`src/rtl/add_accumulator_pkg.sv`:
```
// Shared definitions for the pushbutton-driven add accumulator:
// FSM state encoding, default widths and the adder operand width.
package add_accumulator_pkg;

  localparam int ACC_W_DEF = 8;
  localparam int CNT_W_DEF = 4;
  localparam int OPER_W    = 5;

  typedef enum logic [1:0] {
    IDLE     = 2'd0,
    CAPTURE  = 2'd1,
    ACCUM    = 2'd2,
    WAIT_REL = 2'd3
  } state_t;

endpackage

```
`src/rtl/sync_edge.sv`:
```
// Two-flop synchronizer plus rising-edge detector for an asynchronous
// pushbutton level.
module sync_edge (
  input  logic clk,
  input  logic reset,
  input  logic async_in,
  output logic level,
  output logic rise
);

  logic       meta;
  logic       prev;
  logic [1:0] fill;
  logic       armed;

  // Edges are only honoured once a released (low) level has been seen after
  // reset, so a button still held through reset cannot trigger an add.
  always_ff @(posedge clk) begin
    if (reset) begin
      meta  <= 1'b0;
      level <= 1'b0;
      prev  <= 1'b0;
      fill  <= 2'd0;
      armed <= 1'b0;
    end else begin
      meta  <= async_in;
      level <= meta;
      prev  <= level;
      if (fill != 2'd2) begin
        fill <= fill + 2'd1;
      end
      if (fill == 2'd2 && !level) begin
        armed <= 1'b1;
      end
    end
  end

  assign rise = level & ~prev & armed;

endmodule

```
`src/rtl/add_accumulator.sv`:
```
// Accumulates the upstream 4-bit adder result {cout_in, sum_in} once per
// button press, with sticky overflow and a saturating press counter.
module add_accumulator
  import add_accumulator_pkg::*;
#(
  parameter int ACC_W = ACC_W_DEF,
  parameter int CNT_W = CNT_W_DEF
) (
  input  logic             clk,
  input  logic             reset,
  input  logic [3:0]       sum_in,
  input  logic             cout_in,
  input  logic             add_req,
  input  logic             clr,
  output logic [ACC_W-1:0] acc_out,
  output logic             ovf,
  output logic [CNT_W-1:0] add_cnt,
  output logic             busy,
  output logic             done
);

  state_t            state;
  state_t            next_state;
  logic              req_level;
  logic              req_rise;
  logic [OPER_W-1:0] oper_q;
  logic [ACC_W:0]    sum_ext;

  sync_edge u_sync_edge (
    .clk      (clk),
    .reset    (reset),
    .async_in (add_req),
    .level    (req_level),
    .rise     (req_rise)
  );

  assign sum_ext = {1'b0, acc_out} + {{(ACC_W + 1 - OPER_W){1'b0}}, oper_q};

  always_comb begin
    next_state = state;
    case (state)
      IDLE:     if (req_rise) next_state = CAPTURE;
      CAPTURE:  next_state = ACCUM;
      ACCUM:    next_state = WAIT_REL;
      WAIT_REL: if (!req_level) next_state = IDLE;
      default:  next_state = IDLE;
    endcase
    if (clr) begin
      next_state = IDLE;
    end
  end

  // busy is registered from next_state so it tracks the state register exactly.
  always_ff @(posedge clk) begin
    if (reset) begin
      state   <= IDLE;
      oper_q  <= '0;
      acc_out <= '0;
      ovf     <= 1'b0;
      add_cnt <= '0;
      busy    <= 1'b0;
      done    <= 1'b0;
    end else begin
      state <= next_state;
      busy  <= (next_state != IDLE);
      done  <= 1'b0;
      if (state == CAPTURE) begin
        oper_q <= {cout_in, sum_in};
      end
      if (clr) begin
        acc_out <= '0;
        ovf     <= 1'b0;
        add_cnt <= '0;
      end else if (state == ACCUM) begin
        acc_out <= sum_ext[ACC_W-1:0];
        done    <= 1'b1;
        if (sum_ext[ACC_W]) begin
          ovf <= 1'b1;
        end
        if (add_cnt != {CNT_W{1'b1}}) begin
          add_cnt <= add_cnt + CNT_W'(1);
        end
      end
    end
  end

endmodule

```
`config.mk`:
```
export PLATFORM = sky130hd
export DESIGN_NAME = add_accumulator
export DESIGN_NICKNAME = d
export VERILOG_FILES = /design/src/rtl/add_accumulator_pkg.sv /design/src/rtl/sync_edge.sv /design/src/rtl/add_accumulator.sv
export SDC_FILE = /design/constraint.sdc
export NUM_CORES = 1
export LEC_CHECK = 0
export ABC_AREA = 1
export CAP_MARGIN = 20
export CORE_MARGIN = 5
export CORE_UTILIZATION = 50
export DETAILED_ROUTE_END_ITERATION = 7
export PLACE_DENSITY = 0.77
export SLEW_MARGIN = 20
export SYNTH_ARGS = -nofsm -noshare
export SYNTH_HDL_FRONTEND = slang
export SYNTH_HIERARCHICAL = 1
export SYNTH_SLANG_ARGS = --single-unit
```
`constraint.sdc`:
```
create_clock -name clk -period 4.8 [get_ports clk]
set_clock_uncertainty 0.05 [all_clocks]
set_input_delay 1.44 -clock clk [delete_from_list [all_inputs] [get_ports clk]]
set_output_delay 1.44 -clock clk [all_outputs]
set_load 0.01 [all_outputs]
```
Word level (Yosys, flattened, before mapping)
Index checks and enable logic that the tools add are counted.
Widths: inputs -> output; s select.
Word-level totals
  flip-flop bits (word level): 28
  bits of input ports: 9
  logic and storage cells: 36
Operators by class
  $add $sub $neg: 3
  equality and inequality tests: 6
  muxes and demuxes: 5
  bitwise gates (word level): 3
  reductions and logical operators: 7
Operators by type and width (count)
  $add 8x5->9: 1
  $pmux 2 s4: 1
  $eq 2x2->1 const B: 3
  $mux 2: 3
  $add 4x1->4 const B: 1
  $ne 4x4->1 const B: 1
  $reduce_and 2->1: 2
  $add 2x1->2 const B: 1
  $and 1x1->1: 2
  $eq 2x1->1 const B: 1
  $logic_not 2->1: 1
  $ne 2x2->1 const B: 1
  $reduce_bool 2->1: 1
  $reduce_or 2->1: 1
  $logic_and 1x1->1: 1
  $logic_not 1->1: 1
  $mux 1: 1
  $not 1->1: 1

Longest topological paths before layout
  depth in word-level cells: 7
  gate-level depth with buffers: 11
  gate-level depth less buffers: 11

Cells and area by module
The synthesis kept the hierarchy.
By module, submodules not included
  add_accumulator: times used 1, cells an instance 146, area each 1073.5 um^2, seq. area each 440.4 um^2
  sync_edge: times used 1, cells an instance 28, area each 224.0 um^2, seq. area each 120.1 um^2

Worst setup path before layout
OpenSTA, ideal clock, no wires.
  path type: input port to flip-flop
  from: input clr
  to: register add_cnt[2]
  arrival: 1960 ps
  slack: 2712 ps
  stages on the path: 5
  cells stage by stage: nor2_4 inv_2 nor2_1 nand2_1 a32oi_1
On the way
  word-level cells in the longest chain between the ends: 1
RTL lines
  from (decl): RTL line add_accumulator.sv:14  | input logic clr,
  $reduce_or 2->1 (no line)
  to (signal assigned): RTL line add_accumulator.sv:81  | add_cnt <= add_cnt + CNT_W'(1);
  to (decl): RTL line add_accumulator.sv:17  | output logic [CNT_W-1:0] add_cnt,
Every way passes these cells.
A chain may end at the register's enable or synchronous reset.

Final worst setup path
  from: register acc_out[5]
  to: output acc_out[5]
RTL lines
  from (decl): RTL line add_accumulator.sv:15  | output logic [ACC_W-1:0] acc_out,
  from (signal assigned): RTL line add_accumulator.sv:75  | acc_out <= sum_ext[ACC_W-1:0];
No word-level cell between the ends.

==> results by group <==
Outcome
  – Status: complete, no violations

Die
  – Die area: 0.003714 mm2
  – I/O pin cnt: 24
  – Die height: 60.94 um
  – Starting Density: 52.37%
  – Total core area: 0.002477 mm2
  – DIE WIDTH: 60.94 um
  – Rows: 18

Clocking
  – Skew-Pair Late Insertion Delay: 330 ps
  – Num CTS Buffers: 3
  – H-tree levels: 1
  – Hold buffers post-CTS: 0
  – Clk sinks: 28
  – Cts repair resizes: 0
  – Root Driver: clkbuf_4
  – CTS tree: yes
  – Post CTS Setup Buffer Count: 0
  – Clk slew on worst S/H paths: 150 ps
  – Clock tree buffer depth: 2

Yosys
  – Top-area cell type share of the netlist area: 43.20%
  – Yosys top cell by area: dfxtp_1
  – Seq/Total Area, Yosys: 43.20%
  – Register bit total from synthesis: 28
  – Synth unique cells: 21
  – Mapped Avg Cell Area: 7.457 um2
  – Synthesized Nets: 191
  – Top post-synthesis cells by area: dfxtp_1, nor2_1, nand2_1, ha_1, inv_1
  – Synth Instances: 174
  – Mapped Area: 0.001297 mm2
  – Syn. warnings: 6

Timing
  – RSZ-0062 raised after global routing: no
  – Final Cycle Share: 59.28%
  – Max Freq: 351.4 MHz
  – Hold Violations, Final: 0
  – Slew margin rel.: 79.26%
  – Final worst path period need: 2846 ps
  – Setup TNS: 0 ps
  – Final setup fails: 0
  – Final slew viol count: 0
  – Slew @ Worst Pin: 310.2 ps

Drt
  – Post-route DRC: 0
  – Initial DRC Count: 51
  – Post-Route WL: 2.579 mm
  – Vias/cell: 4.961
  – Post-route ant nets: 0
  – First-pass detailed-route iteration total: 5
  – DR WL/cell: 11.21 um
  – DR vias: 1141

Global routing
  – First-pass GRT wire length: 4.340 mm
  – Number of antenna violations at the first check in global routing: 0
  – Total grt overflow: 0
  – GR Util All Layers: 15.41%
  – Number of global-route vias before repair: 1134
  – Largest net degree at the start of global routing: 16

Critical path
  – Start point of the critical path: acc_out[5]$_SDFFE_PP0P_
  – Worst path slowest cell: clkdlybuf4s50_1
  – Startpoint types: flip-flop
  – CP top delay family: buffers and inverters
  – CP max FO: 6
  – Crit path buffers/inverters: 1
  – Critical path, cell by cell: clkdlybuf4s50_1
  – CP arrival: 1360 ps
  – Slowest stage delay, CP: 580 ps
  – Reg2reg start: acc_out[0]$_SDFFE_PP0P_
  – Critical Path RT: 3310 ps
  – Crit path kind: flip-flop to primary output
  – CP Capture Type: primary output

Min path
  – Hold WC Path Type: flip-flop to flip-flop
  – Hold Crit Start: u_sync_edge/meta$_SDFF_PP0_

Power
  – Net Sw Frac: 24.57%
  – Flop pwr share: 60.1%
  – Worst VDD drop: 237.1 uV
  – Pleak: 0.6753 nW
  – Power share of the clock group: 27.9%
  – Combinational share of power: 12.1%
  – Psw: 0.0001016 W
  – Cell area power density: 259.5 mW/mm2
  – Total power draw: 0.0004137 W
  – Pint: 0.0003120 W

Final layout
  – Diode count: 0
  – Area Growth Syn to Fin: 22.85%
  – Finished Layout Cells: 230
  – Most frequent cells in the layout: nor2_1, nand2_1, dfxtp_1, clkdlybuf4s50_1, inv_1
  – Fillers: 225
  – Layout cells sized above 1: 11.50%
  – Final design utilization: 64.34%
  – Commonest non-fill, non-tap cell in the layout: nor2_1
  – Post-layout nets: 218

Place
  – Placed cells: 226
  – Hpwl dp: 2.031 mm
  – Buffers on Ports: 23
  – Gp weighted congestion: 0.8524

Job
  – Maxcap violations: 0
Yosys cell counts:
cell type	number
a21oi_1	11
a31oi_1	1
a32oi_1	1
buf_4	1
dfxtp_1	28
fa_1	1
ha_1	7
inv_1	20
inv_2	5
nand2_1	30
nand2_2	3
nand3_1	9
nand4_1	1
nor2_1	31
nor2_2	4
nor2_4	2
nor3_1	2
nor3b_2	1
o21ai_0	11
or2_2	4
xnor2_1	1
kinds of logic (layout without fill, tap and decap cells):
family                     after synthesis  count (layout)  share of synthesized area, %
AOI/OAI and AO/OA                       24              24                         9.643
buffers and inverters                   26              52                         7.811
and+or+nand+nor                         87              87                         30.38
xor gates and xnor gates                 1               1                        0.6751
DFF                                     28              28                         43.20
adders and majority gates                8               8                         8.293
layout make-up:
class	instances	area, um2	share of cell area [%]
tap	30	37.54	2.355
multi-input combinational	120	635.6	39.87
clock buffer	4	36.28	2.276
inverter	25	93.84	5.887
timing repair buffer	23	230.2	14.44
sequential	28	560.5	35.16
registers in the layout, indices dropped and copies added (netlist names):
| signal | count |
|---|---|
| u_sync_edge/meta | 1 |
| done | 1 |
| oper_q | 5 |
| u_sync_edge/level | 1 |
| ovf | 1 |
| add_cnt | 4 |
| state | 2 |
| acc_out | 8 |
| u_sync_edge/armed | 1 |
| busy | 1 |
| u_sync_edge/prev | 1 |
| u_sync_edge/fill | 2 |
layer usage:
metal	wire length, um	up-vias	global-route usage [%]
met2	1270	21	27.79
met3	100	5	3.191
met1	1176	512	17.59
met5	0	-	0
met4	31	0	6.192
li1	-	603	-
worst register-to-register path, cell delays in order, from the launching register on:
cell and delay (ps):
dfxtp_1 380, ha_1 180, inv_1 60, fa_1 400, inv_1 80, nand2_1 60
nand2_1 100, nand2_1 70, or2_2 270, nand3_1 70, nand2_1 50, inv_1 40
power by group through the flow:
stage               registers [W]   logic, W  clock network, W
finish                   0.000249  0.0000498          0.000115
detailed placement       0.000254  0.0000504                 0
floorplan                0.000253  0.0000358                 0
global placement         0.000253  0.0000473                 0
global route             0.000251  0.0000562          0.000127
CTS                      0.000249  0.0000508          0.000119
per-stage QoR:
stage	hold slack [ps]	instance area (um2)	worst slack, ps
after floorplan	338.3	1297	2712
after global placement	344.7	1558	1986
after detailed placement	362.5	1558	1902
after CTS	382.5	1594	1940
after global routing	389.0	1594	1882
final	377.9	1594	1954
final timing paths:
path	end	slack, ps	cells after the start
max	acc_out[5]	1950	1
min	u_sync_edge/level$_SDFF_PP0_	380	2
max reg2reg	acc_out[4]$_SDFFE_PP0P_	2950	11
min reg2reg	u_sync_edge/level$_SDFF_PP0_	380	2
(Power assumes the default switching activity.)
